### src/rtl/fetch_stage.sv
// Instruction-fetch stage: program counter, combinational I-mem port and the IF/ID register.
// Handles hazard stalls, branch/jump redirects and flushes so decode sees a valid word or a NOP.
module fetch_stage #(
  parameter logic [31:0] RESET_PC  = 32'h0000_0000,
  parameter logic [31:0] NOP_INSTR = 32'h0000_0000
) (
  input  logic        clk,
  input  logic        rst_n,
  output logic [31:0] imem_addr,
  input  logic [31:0] imem_data,
  input  logic        stall,
  input  logic        redirect,
  input  logic [31:0] redirect_target,
  input  logic        flush,
  output logic [31:0] pc,
  output logic [31:0] if_id_instr,
  output logic [31:0] if_id_pc_plus4,
  output logic        if_id_valid,
  output logic [31:0] fetch_count
);

  localparam logic [31:0] ResetPcAligned = RESET_PC & ~32'h3;

  logic [31:0] r_pc;
  logic [31:0] r_instr;
  logic [31:0] r_pc_plus4;
  logic        r_valid;
  logic [31:0] r_count;

  logic [31:0] w_pc_plus4;
  logic [31:0] w_target;
  logic        w_squash;
  logic        w_load;
  logic [31:0] w_pc_next;
  logic [31:0] w_instr_next;
  logic [31:0] w_pc_plus4_next;
  logic        w_valid_next;
  logic [31:0] w_count_next;

  assign w_pc_plus4 = r_pc + 32'd4;
  assign w_target   = redirect_target & ~32'h3;

  // A redirect only counts when not stalled; the ID stage re-presents it after the stall.
  assign w_squash = flush | (redirect & ~stall);
  assign w_load   = ~w_squash & ~stall;

  always_comb begin
    w_pc_next = r_pc;
    if (!stall) begin
      if (redirect) begin
        w_pc_next = w_target;
      end else begin
        w_pc_next = w_pc_plus4;
      end
    end
  end

  always_comb begin
    w_instr_next    = r_instr;
    w_pc_plus4_next = r_pc_plus4;
    w_valid_next    = r_valid;
    w_count_next    = r_count;
    if (w_squash) begin
      w_instr_next    = NOP_INSTR;
      w_pc_plus4_next = w_pc_plus4;
      w_valid_next    = 1'b0;
    end else if (w_load) begin
      w_instr_next    = imem_data;
      w_pc_plus4_next = w_pc_plus4;
      w_valid_next    = 1'b1;
      w_count_next    = r_count + 32'd1;
    end
  end

  always_ff @(posedge clk or negedge rst_n) begin
    if (!rst_n) begin
      r_pc       <= ResetPcAligned;
      r_instr    <= NOP_INSTR;
      r_pc_plus4 <= 32'h0000_0000;
      r_valid    <= 1'b0;
      r_count    <= 32'h0000_0000;
    end else begin
      r_pc       <= w_pc_next;
      r_instr    <= w_instr_next;
      r_pc_plus4 <= w_pc_plus4_next;
      r_valid    <= w_valid_next;
      r_count    <= w_count_next;
    end
  end

  assign imem_addr      = r_pc;
  assign pc             = r_pc;
  assign if_id_instr    = r_instr;
  assign if_id_pc_plus4 = r_pc_plus4;
  assign if_id_valid    = r_valid;
  assign fetch_count    = r_count;

endmodule

### config.mk
export PLATFORM = sky130hd
export DESIGN_NAME = fetch_stage
export DESIGN_NICKNAME = d
export VERILOG_FILES = /design/src/rtl/fetch_stage.sv
export SDC_FILE = /design/constraint.sdc
export NUM_CORES = 1
export LEC_CHECK = 0
export CORE_MARGIN = 5
export CORE_UTILIZATION = 40
export DETAILED_ROUTE_END_ITERATION = 10
export PLACE_DENSITY_LB_ADDON = 0.15
export SLEW_MARGIN = 20
export SYNTH_ARGS = -nofsm -noshare
export SYNTH_HDL_FRONTEND = slang
export SYNTH_SLANG_ARGS = --single-unit
### constraint.sdc
create_clock -name clk -period 2.2 [get_ports clk]
set_clock_uncertainty 0.2 [all_clocks]
set_input_delay 0.22 -clock clk [delete_from_list [all_inputs] [get_ports clk]]
set_output_delay 0.22 -clock clk [all_outputs]
set_load 0.05 [all_outputs]
; ---- Word-level counts from Yosys, hierarchy flattened
; Index checks and enable logic that the tools add are counted.
; W data, S select, Z words.
[word_totals]
regBits = 129
[op_classes]
n_addsub = 2
muxes = 7
bitwise = 5
n_reduce_logical = 2
[op_table]
columns = operator, count
row1 = $mux W32, 5
row2 = $add A32 B1 Y32 const B, 1
row3 = $add A32 B3 Y32 const B, 1
row4 = $and A1 B1 Y1, 2
row5 = $mux W1, 2
row6 = $not A1 Y1, 2
row7 = $reduce_and A2 Y1, 1
row8 = $reduce_bool A2 Y1, 1
row9 = $or A1 B1 Y1, 1

; ---- Logic depth before layout (Yosys ltp)
; Gate-level depths: netlist (run 1).
[logic_depth]
word_depth = 7
mapped_depth = 8
depth_no_buf = 6

; ---- Least setup slack after synthesis (run 1)
; Ideal clock, no wire load.
[synth_timing]
path_kind = register to register
start = reg r_pc[2], in the netlist imem_addr[2]
end = reg r_pc_plus4[20], in the netlist if_id_pc_plus4[20]
setup_ns = 0.083
t_arrival_ns = 2.469
t_required_ns = 1.917
path_slack_ns = -0.552
path_stages_with_launch = 7
path_buffers = 0
path_cell_list = dfrtp_1 > ha_1 > nand3_1 > or4_1 > or3_1 > xor2_1 > o21ai_0
[synth_via]
elab_chain_len = 3
[synth_lines]
columns = element, line_no
row1 = start: declaration, 24  ; logic [31:0] r_pc;
row2 = start signal: assignment, 77  ; r_pc <= ResetPcAligned;
row3 = start signal: assignment, 83  ; r_pc <= w_pc_next;
row4 = $add A32 B3 Y32 *, 40  ; assign w_pc_plus4 = r_pc + 32'd4;
row5 = $mux W32, 67  ; end else if (w_load) begin
row6 = $mux W32 *, 63  ; if (w_squash) begin
row7 = end signal: assignment, 85  ; r_pc_plus4 <= w_pc_plus4_next;
row8 = end: declaration, 26  ; logic [31:0] r_pc_plus4;
; Every way passes the cells marked *; elsewhere a longest branch is shown, timed or not. The select of a mux whose other input is x is not followed.
; A chain may end at the register's enable or synchronous reset.

; ---- Final worst setup path (run 1)
[layout_timing]
start = reg r_pc[22], in the netlist imem_addr[22]
end = out imem_addr[22]
[layout_rtl]
columns = element, line_no
row1 = end: declaration, 9  ; output logic [31:0] imem_addr,
; No word-level cell between the ends.

==> key figures, run 1 <==
Floorplanning
  – Boundary pin count: 230
  – DIE AREA: 17800 sq um
  – Initial core utilization: 40.4%
  – Placement row count: 45
  – Width of the die: 133 um
  – Die outline height: 133 um
  – Core area: 15100 sq um

Power and ir drop
  – Switching power: 0.00311 W
  – Internal power consumption: 0.00515 W
  – Leakage power: 4.08 nW
  – Net switching share of the total power: 37.7%
  – Combinational share of power: 32.5%
  – Clk pwr share: 33.8%
  – Peak supply drop: 0.000589 V
  – Power density cells: 885 nW/um^2
  – Part of the power in registers: 33.7%

Worst setup path
  – Worst reg-to-reg path cell count: 6
  – Data required time of the worst path: 1.78 ns
  – Critical path buffers and inverters: 2
  – Cells traversed along the worst timing path: buf_4 > clkdlybuf4s50_1
  – Kind of cell with the highest combined delay on the critical path: buffers and inverters
  – Worst setup slack for register-to-register paths: 0.09 ns
  – Critical Path Sink Type: output pin
  – Data arrival time of the critical path: 1.74 ns
  – Reg2Reg Capture Point: if_id_pc_plus4[20]$_DFFE_PN0P_
  – Critical Path Max Stage Delay: 0.81 ns
  – Number of logic stages on the critical path including buffering: 2
  – Setup CP Type: reg2out
  – Startpoint of the worst register-to-register path: imem_addr[2]$_DFFE_PN0N_
  – Startpoint kind of the worst setup timing path: flop
  – CP Max Fanout: 6
  – Highest-delay cell along the critical path: sky130_fd_sc_hd__clkdlybuf4s50_1

STA
  – Final worst path period need: 2.16 ns
  – Number of setup violations in the final report: 0
  – Max_slew headroom: 59.1%
  – Number of pins with negative max-slew slack in the final report: 0
  – Hold violation count in the final report: 0
  – FMAX: 0.464 GHz
  – Worst-Margin Slew: 0.611 ns
  – Share of the clock period used by the worst path: 98.0%

Synth
  – Synth warnings: 0
  – Async S/R FF share, synth: 100%
  – Number of distinct library cell variants in the gate-level netlist after synthesis: 53
  – Number of enable flip-flop cells after synthesis: 0
  – Number of flip-flops and latches in the synthesized netlist: 125
  – Most used flip-flop cell after synthesis: sky130_fd_sc_hd__dfrtp_1
  – Post-synthesis sequential area ratio: 51.4%
  – Synthesized instance count: 605
  – Area of the mapped netlist: 6090 sq um
  – Mean cell area of the mapped netlist: 10.1 sq um

Clock network
  – Max H-tree Level: 4
  – Root cell of the clock tree: sky130_fd_sc_hd__clkbuf_16
  – Clock buffer depth: 2
  – Clock tree from TritonCTS: built
  – Insertion delay of the later-clocked pin in the worst-skew pair: 0.42 ns
  – Reg clk slew, reported paths: 0.06 ns
  – Number of buffers added by the clock tree synthesis step: 17
  – Clock tree sinks: 125

Cells and area
  – Post-layout instance area: 9330 sq um
  – Area of combinational cells with multiple inputs: 2590 sq um
  – Area growth from synthesis to layout: 53.2%
  – Footprint of the flip-flops and latches: 3170 sq um
  – Fraction of final layout cells sized beyond drive strength 1: 17.0%
  – Post-layout net count: 909
  – Post-layout util: 61.9%
  – Layout Cells excl Fill: 1039
  – Number of diodes added for antenna fixing: 0
  – Fill cell total of the finished layout: 1294

Place
  – Estimated wirelength of the detail-placed design: 13300 um
  – Total placed cells including tap cells: 1005
  – Port buffer count: 221
  – Routability-driven placement congestion ratio: 0.884
  – Post-detailed-placement cell area: 8680 sq um

Global route
  – Vias in the first global route: 5566
  – Overall Global Routing Usage: 20.5%
  – Number of antenna violations at the first check in global routing: 0
  – Global route total overflow: 0
  – First-pass GRT wire length: 29300 um
  – Pin count of the biggest net entering global routing: 65

Flow run
  – Number of violations of the max-capacitance limit: 0

Routing
  – Drt wl/cell: 17.4 um
  – Detailed-route via count: 5418
  – Routed Wire Length: 18100 um
  – Post-detailed-route DRC marker count: 0
  – Initial drt markers: 259
  – Iteration count of the initial detailed-routing pass: 4
  – Antenna-violating nets left: 0
  – Via-per-instance ratio: 5.21

Status
  – Result of the run: complete, no violations

Hold path
  – Hold WC Path Type: in2async
-- worst max path at each step --
stage | from | endpoint | slack [ns]
after floorplan | imem_addr[3]$_DFFE_PN0N_ | if_id_pc_plus4[20]$_DFFE_PN0P_ | -0.09
after global placement | redirect | fetch_count[31]$_DFFE_PN0P_ | -0.11
after detailed placement | stall | if_id_pc_plus4[18]$_DFFE_PN0P_ | -0.16
after CTS | imem_addr[6]$_DFFE_PN0N_ | imem_addr[6] | 0.004
after global routing | imem_addr[24]$_DFFE_PN0N_ | imem_addr[28]$_DFFE_PN0N_ | -0.01
final | imem_addr[22]$_DFFE_PN0N_ | imem_addr[22] | 0.04
-- kinds of logic (layout without fill, tap and decap cells) --
| group | Yosys count | after routing | synth area share (%) |
|---|---|---|---|
| mux | 3 | 3 | 0.514 |
| simple gates | 198 | 198 | 16.6 |
| compound gates | 140 | 140 | 15.3 |
| other cells | 1 | 6 | 0.0616 |
| flops | 125 | 125 | 51.4 |
| xor+xnor | 58 | 58 | 8.34 |
| fa+ha+maj | 2 | 2 | 0.411 |
| buf+inv | 78 | 319 | 7.42 |
-- cells in the final DEF (no fill, tap or decap), types with 19 or more instances in the layout --
cell type / Yosys / routed
sky130_fd_sc_hd__o21ai_0: 49 / 48
sky130_fd_sc_hd__xnor2_1: 33 / 33
sky130_fd_sc_hd__buf_4: 37 / 58
sky130_fd_sc_hd__dlymetal6s2s_1: 0 / 22
sky130_fd_sc_hd__a21oi_1: 20 / 20
sky130_fd_sc_hd__nand3_1: 30 / 29
sky130_fd_sc_hd__dfrtp_2: 0 / 33
sky130_fd_sc_hd__dfrtp_1: 125 / 91
sky130_fd_sc_hd__nand4_1: 19 / 19
sky130_fd_sc_hd__xor2_1: 25 / 25
sky130_fd_sc_hd__a22o_1: 33 / 33
sky130_fd_sc_hd__nor2_1: 31 / 30
sky130_fd_sc_hd__clkdlybuf4s50_1: 0 / 183
sky130_fd_sc_hd__nand2_1: 64 / 64
-- state kept, by name, indices dropped and copies added, names as in the netlist --
register and cells:
if_id_instr 32, if_id_valid 1, fetch_count 32, imem_addr 30
if_id_pc_plus4 30
-- routing by layer --
| metal | global-route usage (%) | share of wire [%] | vias up |
|---|---|---|---|
| met1 | 26.0 | 44 | 2615 |
| met3 | 5.36 | 5.5 | 25 |
| met5 | 0 | 0 | - |
| li1 | - | - | 2592 |
| met2 | 33.9 | 49 | 186 |
| met4 | 7.43 | 2.0 | 0 |
-- power groups by stage --
stage          Combinational [W]  Clock (W)  Sequential [W]
2_1_floorplan           0.000895          0         0.00367
3_3_place_gp             0.00271          0         0.00281
3_5_place_dp             0.00272          0         0.00282
4_1_cts                  0.00271    0.00285         0.00279
5_1_grt                  0.00282    0.00295         0.00283
6_report                 0.00268    0.00279         0.00278
-- metrics by stage --
step                setup TNS (ns)  total power [W]  worst slack (ns)  hold WS (ns)
floorplan                   -0.459          0.00456           -0.0889        -0.276
global placement             -3.47          0.00552            -0.110        0.0182
detailed placement           -6.86          0.00555            -0.163        0.0186
CTS                              0          0.00834           0.00418         0.124
global route               -0.0165          0.00860           -0.0108         0.146
finish                           0          0.00826            0.0432         0.116
-- final cells by class --
type / count / area share (%)
clock buffers: 17 / 4.56
multi-input cells: 407 / 27.7
well taps: 188 / 2.52
inverters: 8 / 0.322
flip-flops and latches: 125 / 34.0
repair buffers: 279 / 29.1
clock inverters: 15 / 1.74
-- cells in the mapped netlist (12+ instances only) --
| library cell | instances | area, sq um |
|---|---|---|
| sky130_fd_sc_hd__dfrtp_1 | 125 | 3130 |
| sky130_fd_sc_hd__nand2_1 | 64 | 240 |
| sky130_fd_sc_hd__o21ai_0 | 49 | 245 |
| sky130_fd_sc_hd__buf_4 | 37 | 278 |
| sky130_fd_sc_hd__a22o_1 | 33 | 289 |
| sky130_fd_sc_hd__xnor2_1 | 33 | 289 |
| sky130_fd_sc_hd__nor2_1 | 31 | 116 |
| sky130_fd_sc_hd__nand3_1 | 30 | 150 |
| sky130_fd_sc_hd__clkbuf_1 | 25 | 93.8 |
| sky130_fd_sc_hd__xor2_1 | 25 | 219 |
| sky130_fd_sc_hd__a21oi_1 | 20 | 100 |
| sky130_fd_sc_hd__nand4_1 | 19 | 119 |
| sky130_fd_sc_hd__nor3_1 | 15 | 75.1 |
| sky130_fd_sc_hd__a22oi_1 | 12 | 90.1 |
-- what timing repair did --
action                                  4_1_cts  5_1_grt
endpoints found under the setup margin       12       28
buffers inserted                              0        1
hold buffers                                  1        0
hold endpoints to repair                     61        0
gates resized for setup                      12       24
No activity file was read; power rests on OpenSTA's default activity.
==> run 2: changes to the inputs <==
--- a/config.mk
+++ b/config.mk
@@ -5,7 +5,7 @@
 export SDC_FILE = /design/constraint.sdc
 export NUM_CORES = 1
 export LEC_CHECK = 0
-export CORE_MARGIN = 5
+export CORE_MARGIN = 2
 export CORE_UTILIZATION = 40
 export DETAILED_ROUTE_END_ITERATION = 10
 export PLACE_DENSITY_LB_ADDON = 0.15
==> run 2 against run 1 <==
  * Critical path depth stayed put
  * Power increased by 0.42%
  * Core utilization decreased by 0.085 points
  * Final area down 0.51%
  * Critical endpoint is now imem_addr[18]
  * Highest routed layer unchanged
==> key figures, run 2 (same netlist as run 1, synthesis figures left out) <==
Power and ir drop
  – Power density cells: 893 nW/um^2 (was 885 nW/um^2)
  – Clk pwr share: 34.1% (was 33.8%)
  – Internal power consumption: 0.00524 W (was 0.00515 W)
  – Leakage power: 3.93 nW (was 4.08 nW)
  – Combinational share of power: 32.4% (was 32.5%)
  – Switching power: 0.00306 W (was 0.00311 W)
  – Peak supply drop: 0.000663 V (was 0.000589 V)
  – Net switching share of the total power: 36.9% (was 37.7%)
  – Tot Pwr: 0.00829 W (was 0.00826 W)
  – Part of the power in registers: 33.5% (was 33.7%)

Cells and area
  – Area growth from synthesis to layout: 52.5% (was 53.2%)
  – Fraction of final layout cells sized beyond drive strength 1: 17.1% (was 17.0%)
  – Post-layout instance area: 9290 sq um (was 9330 sq um)
  – Highest-count cells in the layout ignoring fill and taps: 192 x sky130_fd_sc_hd__clkdlybuf4s50_1, 91 x sky130_fd_sc_hd__dfrtp_1, 64 x sky130_fd_sc_hd__nand2_1, 58 x sky130_fd_sc_hd__buf_4, 48 x sky130_fd_sc_hd__o21ai_0 (was 183 x sky130_fd_sc_hd__clkdlybuf4s50_1, 91 x sky130_fd_sc_hd__dfrtp_1, 64 x sky130_fd_sc_hd__nand2_1, 58 x sky130_fd_sc_hd__buf_4, 48 x sky130_fd_sc_hd__o21ai_0)
  – Number of diodes added for antenna fixing: 0 (unchanged)
  – Leading cell type in the layout, fill and taps excluded: sky130_fd_sc_hd__clkdlybuf4s50_1 (unchanged)
  – Post-layout net count: 908 (was 909)
  – Layout Cells excl Fill: 1038 (was 1039)

Clock network
  – Max H-tree Level: 4 (unchanged)
  – Clock buffer depth: 2 (unchanged)
  – Clock tree sinks: 125 (unchanged)
  – Number of buffers added by the clock tree synthesis step: 17 (unchanged)
  – Reg clk slew, reported paths: 0.06 ns (about the same)
  – Insertion delay of the later-clocked pin in the worst-skew pair: 0.42 ns (about the same)
  – Clock tree from TritonCTS: built (unchanged)
  – Root cell of the clock tree: sky130_fd_sc_hd__clkbuf_16 (unchanged)

Worst setup path
  – Launching instance or port of the critical path: imem_addr[18]$_DFFE_PN0N_ (was imem_addr[22]$_DFFE_PN0N_)
  – Worst setup slack for register-to-register paths: 0.06 ns (was 0.09 ns)
  – Startpoint kind of the worst setup timing path: flop (unchanged)
  – Critical Path Sink Type: output pin (unchanged)
  – Worst reg-to-reg path cell count: 6 (unchanged)
  – Data required time of the worst path: 1.78 ns (about the same)
  – Startpoint of the worst register-to-register path: imem_addr[2]$_DFFE_PN0N_ (unchanged)
  – Data arrival time of the critical path: 1.74 ns (about the same)
  – Setup CP Type: reg2out (unchanged)
  – Reg2Reg Capture Point: if_id_pc_plus4[20]$_DFFE_PN0P_ (unchanged)
  – Worst Setup EP: imem_addr[18] (was imem_addr[22])
  – CP Max Fanout: 8 (was 6)

STA
  – Final Hold Slack: 0.200 ns (was 0.116 ns)
  – Number of pins with negative max-slew slack in the final report: 0 (unchanged)
  – Setup repair after global routing missed its margin: true
  – Final worst path period need: 2.16 ns (about the same)
  – Max_slew headroom: 52.8% (was 59.1%)
  – Number of setup violations in the final report: 0 (unchanged)
  – Worst-Margin Slew: 0.707 ns (was 0.611 ns)
  – Hold violation count in the final report: 0 (unchanged)
  – FMAX: 0.462 GHz (was 0.464 GHz)
  – Share of the clock period used by the worst path: 98.3% (was 98.0%)

Routing
  – Via-per-instance ratio: 5.31 (was 5.21)
  – Initial drt markers: 360 (was 259)
  – Antenna-violating nets left: 0 (unchanged)
  – Drt wl/cell: 17.0 um (was 17.4 um)
  – Iteration count of the initial detailed-routing pass: 4 (unchanged)
  – Post-detailed-route DRC marker count: 0 (unchanged)
  – Routed Wire Length: 17700 um (was 18100 um)
  – Detailed-route via count: 5509 (was 5418)

Global route
  – Pin count of the biggest net entering global routing: 126 (was 65)
  – Overall Global Routing Usage: 22.1% (was 20.5%)
  – Vias in the first global route: 5519 (was 5566)
  – First-pass GRT wire length: 28400 um (was 29300 um)
  – Number of antenna violations at the first check in global routing: 0 (unchanged)
  – Global route total overflow: 0 (unchanged)

Floorplanning
  – Boundary pin count: 230 (unchanged)
  – Width of the die: 127 um (was 133 um)
  – Core area: 15000 sq um (was 15100 sq um)
  – Die outline height: 127 um (was 133 um)
  – DIE AREA: 16200 sq um (was 17800 sq um)
  – Initial core utilization: 40.5% (was 40.4%)
  – Placement row count: 45 (unchanged)

Place
  – Estimated wirelength of the detail-placed design: 12800 um (was 13300 um)
  – Total placed cells including tap cells: 1004 (was 1005)
  – Routability-driven placement congestion ratio: 0.862 (was 0.884)
  – Post-detailed-placement cell area: 8660 sq um (was 8680 sq um)
  – Port buffer count: 221 (unchanged)

Hold path
  – Hold WC Path Type: in2reg (was in2async)

Flow run
  – Number of violations of the max-capacitance limit: 0 (unchanged)

Status
  – Result of the run: complete, no violations (unchanged)
[run 2: final cells by class]
cell class	instances	area (sq um)
clock inverters	15	174
flip-flops and latches	125	3170
well taps	188	235
inverters	8	30.0
repair buffers	278	2660
fillers	1257	5750
multi-input cells	407	2590
clock buffers	17	425
[run 2: power groups by stage]
| stage | sequential (W) | combinational (W) | clock [W] |
|---|---|---|---|
| floorplan | 0.00367 | 0.000895 | 0 |
| global placement | 0.00281 | 0.00271 | 0 |
| detailed placement | 0.00281 | 0.00273 | 0 |
| CTS | 0.00278 | 0.00271 | 0.00288 |
| global route | 0.00281 | 0.00283 | 0.00299 |
| finish | 0.00278 | 0.00269 | 0.00283 |
[run 2: per-stage QoR]
stage / util, % / setup WS, ns / setup TNS, ns
global route: 61.8 / -0.0151 / -0.0285
global placement: 57.6 / -0.138 / -0.797
finish: 61.8 / 0.0364 / 0
CTS: 61.5 / 0.0117 / 0
detailed placement: 57.6 / -0.164 / -2.80
floorplan: - / -0.0889 / -0.459
[run 2: how the worst min path moves through the flow]
stage	start	end	slack, ns	cells after the start
after global placement	rst_n	fetch_count[29]$_DFFE_PN0P_	0.18	2
after CTS	imem_data[19]	if_id_instr[19]$_DFFE_PN0P_	0.19	2
after global routing	imem_data[10]	if_id_instr[10]$_DFFE_PN0P_	0.20	2
after detailed placement	rst_n	fetch_count[27]$_DFFE_PN0P_	0.19	2
after floorplan	rst_n	fetch_count[0]$_DFFE_PN0P_	-0.28	0
final	imem_data[6]	if_id_instr[6]$_DFFE_PN0P_	0.20	2
[run 2: worst max-delay path, cell delays in order, from the launching register on]
cell                              delay (ns)
sky130_fd_sc_hd__dfrtp_2                0.36
sky130_fd_sc_hd__buf_4                  0.16
sky130_fd_sc_hd__clkdlybuf4s50_1        0.81
[run 2: what timing repair did]
item                                    4_1_cts  5_1_grt
endpoints found under the setup margin       17       14
setup buffers                                 0        1
endpoints found under the hold margin       125        0
gates resized for setup                      17       11
hold buffers                                  1        0
[run 2: metal layers]
| layer | vias up | wire (um) | track usage, % |
|---|---|---|---|
| li1 | 2594 | - | - |
| met1 | 2680 | 7610 | 28.7 |
| met2 | 201 | 8490 | 35.6 |
| met3 | 34 | 1070 | 5.19 |
| met4 | 0 | 502 | 9.24 |
| met5 | - | 0 | 0 |
==> RTL edit (flow settings as in run 1) <==
Register the input `redirect_target` before use. The logic sees it one clock later. The other inputs are not delayed to match.
--- a/src/rtl/fetch_stage.sv
+++ b/src/rtl/fetch_stage.sv
@@ -21,6 +21,12 @@
 
   localparam logic [31:0] ResetPcAligned = RESET_PC & ~32'h3;
 
+  logic [31:0] redirect_target_q;
+
+  always_ff @(posedge clk) begin
+    redirect_target_q <= redirect_target;
+  end
+
   logic [31:0] r_pc;
   logic [31:0] r_instr;
   logic [31:0] r_pc_plus4;
@@ -38,7 +44,7 @@
   logic [31:0] w_count_next;
 
   assign w_pc_plus4 = r_pc + 32'd4;
-  assign w_target   = redirect_target & ~32'h3;
+  assign w_target   = redirect_target_q & ~32'h3;
 
   // A redirect only counts when not stalled; the ID stage re-presents it after the stall.
   assign w_squash = flush | (redirect & ~stall);
Behaviour: not the same (Yosys sat finds a counterexample within 4 cycles, from zero or initial values and one cycle with rst_n low).
==> RTL edit against run 1 <==
Non-clock buffer count fell by 7. Count of clock-buffer cells in the layout rose by 6. Synthesized area increased by 15%. Setup slack got worse by 0.0022 ns. Power grew 10%. Final area up 9.3%. Sequential cell count up 30. Register-to-register slack improved by 0.02 ns. Final cell count is 9.8% higher. First-iteration DRC count grew 31%. Critical endpoint is now pc[19]. Sequential power increased by 23%. Wire length grew 15%.
==> RTL edit: results (changes against run 1) <==
Run status
  – Status: complete, no violations

Route
  – Max Used Layer: met4
  – Routed len/inst: 18.3 microns (+5.2%)
  – Vias: 6209 (+15%)
  – 1st-iter DRT viols: 340 (+31%)
  – Length of routed met2 wiring: 10.2 mm (+15%)
  – WL met1: 8.93 mm (+13%)
  – Met3 wire length: 1.37 mm (+37%)
  – First-pass iteration count of the detailed router: 5 (+1)

Synthesis
  – Register area share after synthesis: 53.1% (+1.8 points)
  – Post-synthesis cell type count: 60 (+13%)
  – Ys async rst share: 80.6% (-19 points)
  – Largest cells by area after synthesis: dfrtp_1, dfxtp_1, a22o_1, buf_4, xnor2_1
  – Synth cell count leaders: dfrtp_1, nor2_1, nand2_1

GRT
  – Grt met1 use: 27.0% (+0.95 points)
  – GR Util met2: 34.0% (+0.081 points)
  – First-pass GRT wire length: 33.6 mm (+15%)
  – Vias in the first global route: 6386 (+15%)
  – Largest net degree at the start of global routing: 45 (-31%)
  – GRT Total Usage: 20.7% (+0.15 points)
  – M3 GR Usage: 5.21% (-0.15 points)

Min path
  – Worst hold path type: in2reg
  – Hold Crit Endpoint: redirect_target_q[30]

Layout
  – Area of the multi-input gates: 2880 sq um (+11%)
  – Filler cells: 1445 (+12%)
  – # nets final: 974 (+7.2%)
  – Layout cells sized above 1: 13.8% (-3.3 points)

Setup path
  – Worst setup path endpoint: pc[19]
  – R2r endpoint: if_id_pc_plus4[30]
  – CP Launch Point: imem_addr[19]
  – Critical path peak fanout: 9 (+3)
  – Reg2reg path depth: 4 (-2)
  – R2r setup slk: 0.11 ns (+0.02 ns)
  – Worst r2r src: imem_addr[7]

Place
  – Post-Place Setup Slack: -0.0212 ns (+0.142 ns)
  – GPL Wtd Cong: 0.842 (-4.8%)
  – DP Wirelength: 15.0 mm (+13%)
  – Port Buffer Count: 221 (unchanged)
  – Placement Cell Area: 9590 sq um (+10%)

STA
  – Fin Hold WS: 0.0419 ns (-0.0744 ns)
  – Worst slew pin tran: 0.756 ns (+0.145 ns)
  – Minimum clock period: 2.16 ns (+0.00222 ns)

Power
  – Cell-internal power: 5760 uW (+12%)
  – Worst VDD drop: 0.000533 V (-9.6%)
  – P_leak: 0.00430 uW (+5.3%)

CTS
  – Total CTS buffers: 17 (unchanged)
  – Clk buf depth: 2 (unchanged)
  – CTS clk-pin slew, worst paths: 0.06 ns (about the same)
[RTL edit: cell count changes after synthesis, moves of 11 or more]
cell / delta
dfxtp_1: +30
nand2_1: -22
a31oi_1: +20
nor2_1: +20
o21ai_0: -19
xor2_1: -16
o311ai_0: +12
o31ai_1: +12
or4_1: +11
[RTL edit: worst max-delay path, stage by stage (launching register included)]
cell and delay, ns:
dfrtp_2 0.35, buf_4 0.15, clkdlybuf4s50_1 0.82
[RTL edit: repair_timing]
action / CTS / global route
setup endpoints to repair: 16 / 22
endpoints found under the hold margin: 125 / 0
pin swaps: 0 / 1
cloned: 0 / 0
gates resized for setup: 15 / 18
hold buffers: 1 / 0
[RTL edit: area by class of cell]
type / instances / share of cell area [%]
clock buffers: 23 / 4.69
clock inverters: 9 / 0.883
inverters: 12 / 0.442
multi-input cells: 445 / 28.3
flip-flops and latches: 155 / 36.9
well taps: 225 / 2.76
repair buffers: 272 / 26.1
[RTL edit: power groups by stage]
stage               clock (uW)  combinational [uW]  sequential (uW)
floorplan                    0                1010             4310
global placement             0                2890             3450
detailed placement           0                2920             3460
CTS                       2890                2890             3410
global route              3010                3010             3450
finish                    2820                2860             3410
[RTL edit: logic make-up after synthesis]
| logic type | Yosys count | synth area share (%) |
|---|---|---|
| buffers and inverters | 93 | 7.20 |
| multiplexers | 3 | 0.463 |
| AO/OA/AOI/OAI | 158 | 16.0 |
| adder cells (fa/ha/maj) | 2 | 0.356 |
| flip-flops | 155 | 53.1 |
| XOR/XNOR | 41 | 5.12 |
| AND/OR/NAND/NOR | 235 | 17.7 |
| other | 1 | 0.0534 |
[RTL edit: through the flow]
step           cells  power [uW]
6_report        1141        9100
3_5_place_dp    1108        6380
2_1_floorplan    693        5320
3_3_place_gp    1108        6330
4_1_cts         1141        9200
5_1_grt         1141        9480
